$ cat config.mk
export PLATFORM = sky130hd
export DESIGN_NAME = asynchronous_fifo
export DESIGN_NICKNAME = d
export VERILOG_FILES = /design/src/rtl/asynchronous_fifo_pkg.sv /design/src/rtl/asynchronous_fifo_ptr_ctrl.sv /design/src/rtl/asynchronous_fifo.sv
export SDC_FILE = /design/constraint.sdc
export NUM_CORES = 1
export LEC_CHECK = 0
export ABC_AREA = 1
export CAP_MARGIN = 20
export CORE_MARGIN = 2
export CORE_UTILIZATION = 35
export CTS_BUF_LIST = sky130_fd_sc_hd__clkbuf_2
export CTS_CLUSTER_SIZE = 12
export DETAILED_ROUTE_END_ITERATION = 10
export SYNTH_ARGS = -nofsm -noshare
export SYNTH_HDL_FRONTEND = slang
export SYNTH_SLANG_ARGS = --single-unit
$ cat constraint.sdc
create_clock -name clk -period 2.4 [get_ports clk]
set_input_delay 0.72 -clock clk [delete_from_list [all_inputs] [get_ports clk]]
set_output_delay 0.72 -clock clk [all_outputs]
set_load 0.1 [all_outputs]
$ cat src/rtl/asynchronous_fifo_pkg.sv
// Shared definitions for the single-clock FIFO: address-width helper and
// the reset values used for the pointers and the read data register.
package asynchronous_fifo_pkg;

   localparam int unsigned DEF_DEPTH = 32'd8;
   localparam int unsigned DEF_WIDTH = 32'd8;

   localparam logic PTR_RST_BIT  = 1'b0;
   localparam logic DOUT_RST_BIT = 1'b0;

   function automatic int unsigned calc_aw(input int unsigned depth);
      return (depth < 32'd2) ? 32'd1 : $clog2(depth);
   endfunction

endpackage

$ cat src/rtl/asynchronous_fifo_ptr_ctrl.sv
// One FIFO pointer: AW address bits plus a wrap bit, advancing by one per
// accepted transfer and wrapping naturally modulo 2^(AW+1).
module fifo_ptr_ctrl
   import asynchronous_fifo_pkg::*;
#(
   parameter int unsigned AW = 32'd3
) (
   input  logic        clk,
   input  logic        rst,
   input  logic        i_accept,
   output logic [AW:0] o_ptr
);

   logic [AW:0] r_ptr;

   // pointer register with increment-on-accept
   always_ff @(posedge clk) begin
      if (rst) begin
         r_ptr <= {(AW + 1){PTR_RST_BIT}};
      end else if (i_accept) begin
         r_ptr <= r_ptr + {{AW{1'b0}}, 1'b1};
      end else begin
         r_ptr <= r_ptr;
      end
   end

   assign o_ptr = r_ptr;

endmodule

$ cat src/rtl/asynchronous_fifo.sv
// Single-clock FIFO of DEPTH words by WIDTH bits with registered read data
// and full/empty flags decoded from the write and read pointers.
module asynchronous_fifo
   import asynchronous_fifo_pkg::*;
#(
   parameter int unsigned DEPTH = DEF_DEPTH,
   parameter int unsigned WIDTH = DEF_WIDTH
) (
   input  logic             clk,
   input  logic             rst,
   input  logic             w_en,
   input  logic             rd_en,
   input  logic [WIDTH-1:0] data_in,
   output logic [WIDTH-1:0] data_out,
   output logic             full,
   output logic             empty
);

   localparam int unsigned AW = calc_aw(DEPTH);

   logic [WIDTH-1:0] r_mem [DEPTH];
   logic [WIDTH-1:0] r_data_out;
   logic [AW:0]      w_wr_ptr;
   logic [AW:0]      w_rd_ptr;
   logic             w_full;
   logic             w_empty;
   logic             w_wr_accept;
   logic             w_rd_accept;

   // Same address with opposite wrap bits means the writer is a full lap ahead.
   assign w_empty = (w_wr_ptr == w_rd_ptr);
   assign w_full  = (w_wr_ptr[AW] != w_rd_ptr[AW]) &&
                    (w_wr_ptr[AW-1:0] == w_rd_ptr[AW-1:0]);

   assign w_wr_accept = w_en  && !w_full  && !rst;
   assign w_rd_accept = rd_en && !w_empty && !rst;

   fifo_ptr_ctrl #(.AW(AW)) u_wr_ptr (
      .clk      (clk),
      .rst      (rst),
      .i_accept (w_wr_accept),
      .o_ptr    (w_wr_ptr)
   );

   fifo_ptr_ctrl #(.AW(AW)) u_rd_ptr (
      .clk      (clk),
      .rst      (rst),
      .i_accept (w_rd_accept),
      .o_ptr    (w_rd_ptr)
   );

   // storage array, deliberately left without reset
   always_ff @(posedge clk) begin
      if (w_wr_accept) begin
         r_mem[w_wr_ptr[AW-1:0]] <= data_in;
      end
   end

   // registered read data, held when no read is accepted
   always_ff @(posedge clk) begin
      if (rst) begin
         r_data_out <= {WIDTH{DOUT_RST_BIT}};
      end else if (w_rd_accept) begin
         r_data_out <= r_mem[w_rd_ptr[AW-1:0]];
      end else begin
         r_data_out <= r_data_out;
      end
   end

   assign data_out = r_data_out;
   assign full     = w_full;
   assign empty    = w_empty;

endmodule

==> flow_summary.json <==
{
  "antenna_found_initial": 0,
  "routed_wl_um": 8005,
  "crit_fanout": 3,
  "instances_no_fill": 579,
  "p_leak_nw": 1.891,
  "hp-class": "reg2reg",
  "slew_headroom_pct": 69.34,
  "cp_slowest_cell": "dfxtp_4",
  "critPathRequiredTime_ns": 1.68,
  "yosys_warnings": 0,
  "seq_area_um2": 2267,
  "reg2reg_depth": 11,
  "drive_above_1_share_pct": 18.74,
  "globalplace.congestion": 0.8615,
  "numPlacedInstances": 554,
  "drtAntennaViolNets": 0,
  "hold_start": "data_out[4]$_SDFFE_PP0P_",
  "multi_input_area_um2": 1059,
  "viasPerCell": 4.470,
  "fin_hold_ws_ns": 0.5043,
  "synth.distinct_cells": 24,
  "path_cells": "clkinv_8 -> nand2_4 -> nand2_4 -> nor2_4 -> nand2_4 -> inv_2 -> buf_12",
  "maxSlewViolCount": 0,
  "n_antenna_cell": 0,
  "total_power_mw": 2.955,
  "grt-ovfl-total": 0,
  "drt_first_pass_iters": 4,
  "fill_cells": 1041,
  "drc": 0,
  "grt_pass1_vias": 2430,
  "max-vdd-ir-drop_v": 0.0002434,
  "wl_per_cell_um": 13.83,
  "syn-num-nets": 410,
  "hpwl_um": 5639,
  "drt_iter0_drc": 161,
  "clk_pin_slew_ns": 0.25,
  "pin_count": 22,
  "dr_total_vias": 2588,
  "fin_worst_skew_ns": 0.04192,
  "num_rows": 37,
  "clock_latency_ns": 0.54,
  "placed_area_um2": 4021,
  "holdBufCountCts": 0,
  "max-cap-violations": 0,
  "cts_htree_levels": 3,
  "end_kind": "primary output",
  "hold_viol": 0,
  "final_cell_mix": "nand2_1, edfxtp_1, inv_1",
  "io_buffers": 21,
  "synth_area_um2": 3615,
  "die_h_um": 105.6,
  "final_common_cell": "nand2_1",
  "rsz0062_at_grt": "true",
  "cts_tree": "yes",
  "grt_pass1_wl_um": 12840,
  "cp.arrival_ns": 1.60,
  "ys_seq_area_share_pct": 62.03,
  "hold_path_end": "data_out[4]$_SDFFE_PP0P_",
  "r2r_setup_slack_ns": 0.59,
  "finalInstanceArea_um2": 4283,
  "synthCells": 396,
  "die_x_um": 105.6,
  "reg2reg_to": "r_mem[4][6]$_DFFE_PP_",
  "yosys_register_bits": 80,
  "cp-start-kind": "flip-flop",
  "design.core.area_um2": 10180,
  "nNetsFinal": 452,
  "grt_max_degree": 34,
  "grt.total_usage_pct": 15.19,
  "die_area_um2": 11160,
  "fmax_mhz": 431.1,
  "setup_viol": 0,
  "root_buffer": "clkbuf_2",
  "initial_core_util_pct": 35.49,
  "crit_start": "u_rd_ptr.o_ptr[1]$_SDFFE_PP0P_",
  "pwr_density_cell_nw_per_um2": 689.9,
  "post-route-util_pct": 42.05,
  "worst_slew_pin_slew_ns": 0.4585,
  "worstReg2RegStart": "u_wr_ptr.o_ptr[1]$_SDFFE_PP0P_",
  "area_growth_pct": 18.48,
  "clockBufferDepth": 2,
  "period_needed_ns": 2.320,
  "max_stage_delay_ns": 0.47,
  "finalCritPeriodShare_pct": 96.65,
  "numCtsBuffers": 9,
  "status": "completed",
  "clkSinkCount": 80,
  "criticalPathCategory": "reg2out",
  "min_delay_path_depth": 2,
  "synth.avg_cell_area_um2": 9.128,
  "critical_path.most_common_cell": "nand2_4"
}
==> worst max path at each step <==
stage / endpoint / depth (start not counted)
2_1_floorplan: full / 7
3_3_place_gp: r_mem[0][1]$_DFFE_PP_ / 7
3_5_place_dp: r_mem[4][1]$_DFFE_PP_ / 7
4_1_cts: full / 7
5_1_grt: empty / 7
6_report: empty / 7
==> stage by stage <==
step                setup TNS [ns]  worst slack, ns
floorplan                        0           0.2245
global placement                 0           0.1728
detailed placement               0           0.1591
CTS                              0          0.02009
global route              -0.03010         -0.01655
finish                           0          0.08044
==> sequential cells by signal, summed over array words and instances (netlist names) <==
signal          cells
r_mem              64
data_out            8
u_rd_ptr.o_ptr      4
u_wr_ptr.o_ptr      4
==> cell usage after synthesis <==
library cell  number  area [µm²]
nand2_4            2       22.52
o21ai_1           17       85.08
nand3_1           29       145.1
nor3_1             1       5.000
o21ai_0            1       5.000
buf_4              2       15.01
nand2_1          123       461.7
buf_6              2       22.52
nor2_1            46       172.7
ha_1               2       25.02
buf_2              9       45.04
nor2_4             2       22.52
nand4_2            1       12.51
clkbuf_1           1       3.750
a21oi_2            1       8.760
nand4_1            2       12.51
inv_1             60       225.2
a21oi_1            2       10.01
inv_4              2       12.51
dfxtp_1           16       320.3
inv_2              5       18.77
nand3_2            1       10.01
nand2_2            5       31.28
edfxtp_1          64        1922
==> timing repair <==
action	4_1_cts	5_1_grt
endpoints found under the hold margin	0	0
gates resized for setup	19	12
setup endpoints to repair	2	2
setup buffers	5	4
pin swaps	2	4
cloned	0	0
==> cell families (layout without fill, tap and decap cells) <==
| group | Yosys count | in the layout | synth area share, % |
|---|---|---|---|
| flops | 80 | 80 | 62.03 |
| buf+inv | 81 | 128 | 9.484 |
| simple gates | 212 | 212 | 24.78 |
| compound gates | 21 | 21 | 3.011 |
| fa+ha+maj | 2 | 2 | 0.6922 |
==> where the power goes <==
group	total [mW]	leakage, nW	switching [mW]	internal [mW]
logic	0.645	1.10	0.454	0.191
clock network	0.747	0.0753	0.491	0.255
registers	1.56	0.715	0.0271	1.54
==> critical path: cells and delay by family, from the launching register on <==
family | cells | cell delay (ns)
simple gates | 4 | 0.30
flops | 1 | 0.47
buf+inv | 3 | 0.28
==> layout make-up <==
class,instances,share of cell area (%)
inverters,67,6.398
multi-input cells,235,24.72
clock inverters,7,1.811
repair buffers,45,9.115
well taps,136,3.973
clock buffers,9,1.052
flip-flops and latches,80,52.94
==> routing by layer <==
layer  GRT usage, %  share of wire (%)  vias up
met1          20.54                 46     1196
met5              0                  0        -
met2          24.38                 48       58
li1               -                  -     1328
met4          4.605               0.97        0
met3          3.525                4.6        6
No activity file was read; power rests on OpenSTA's default activity.
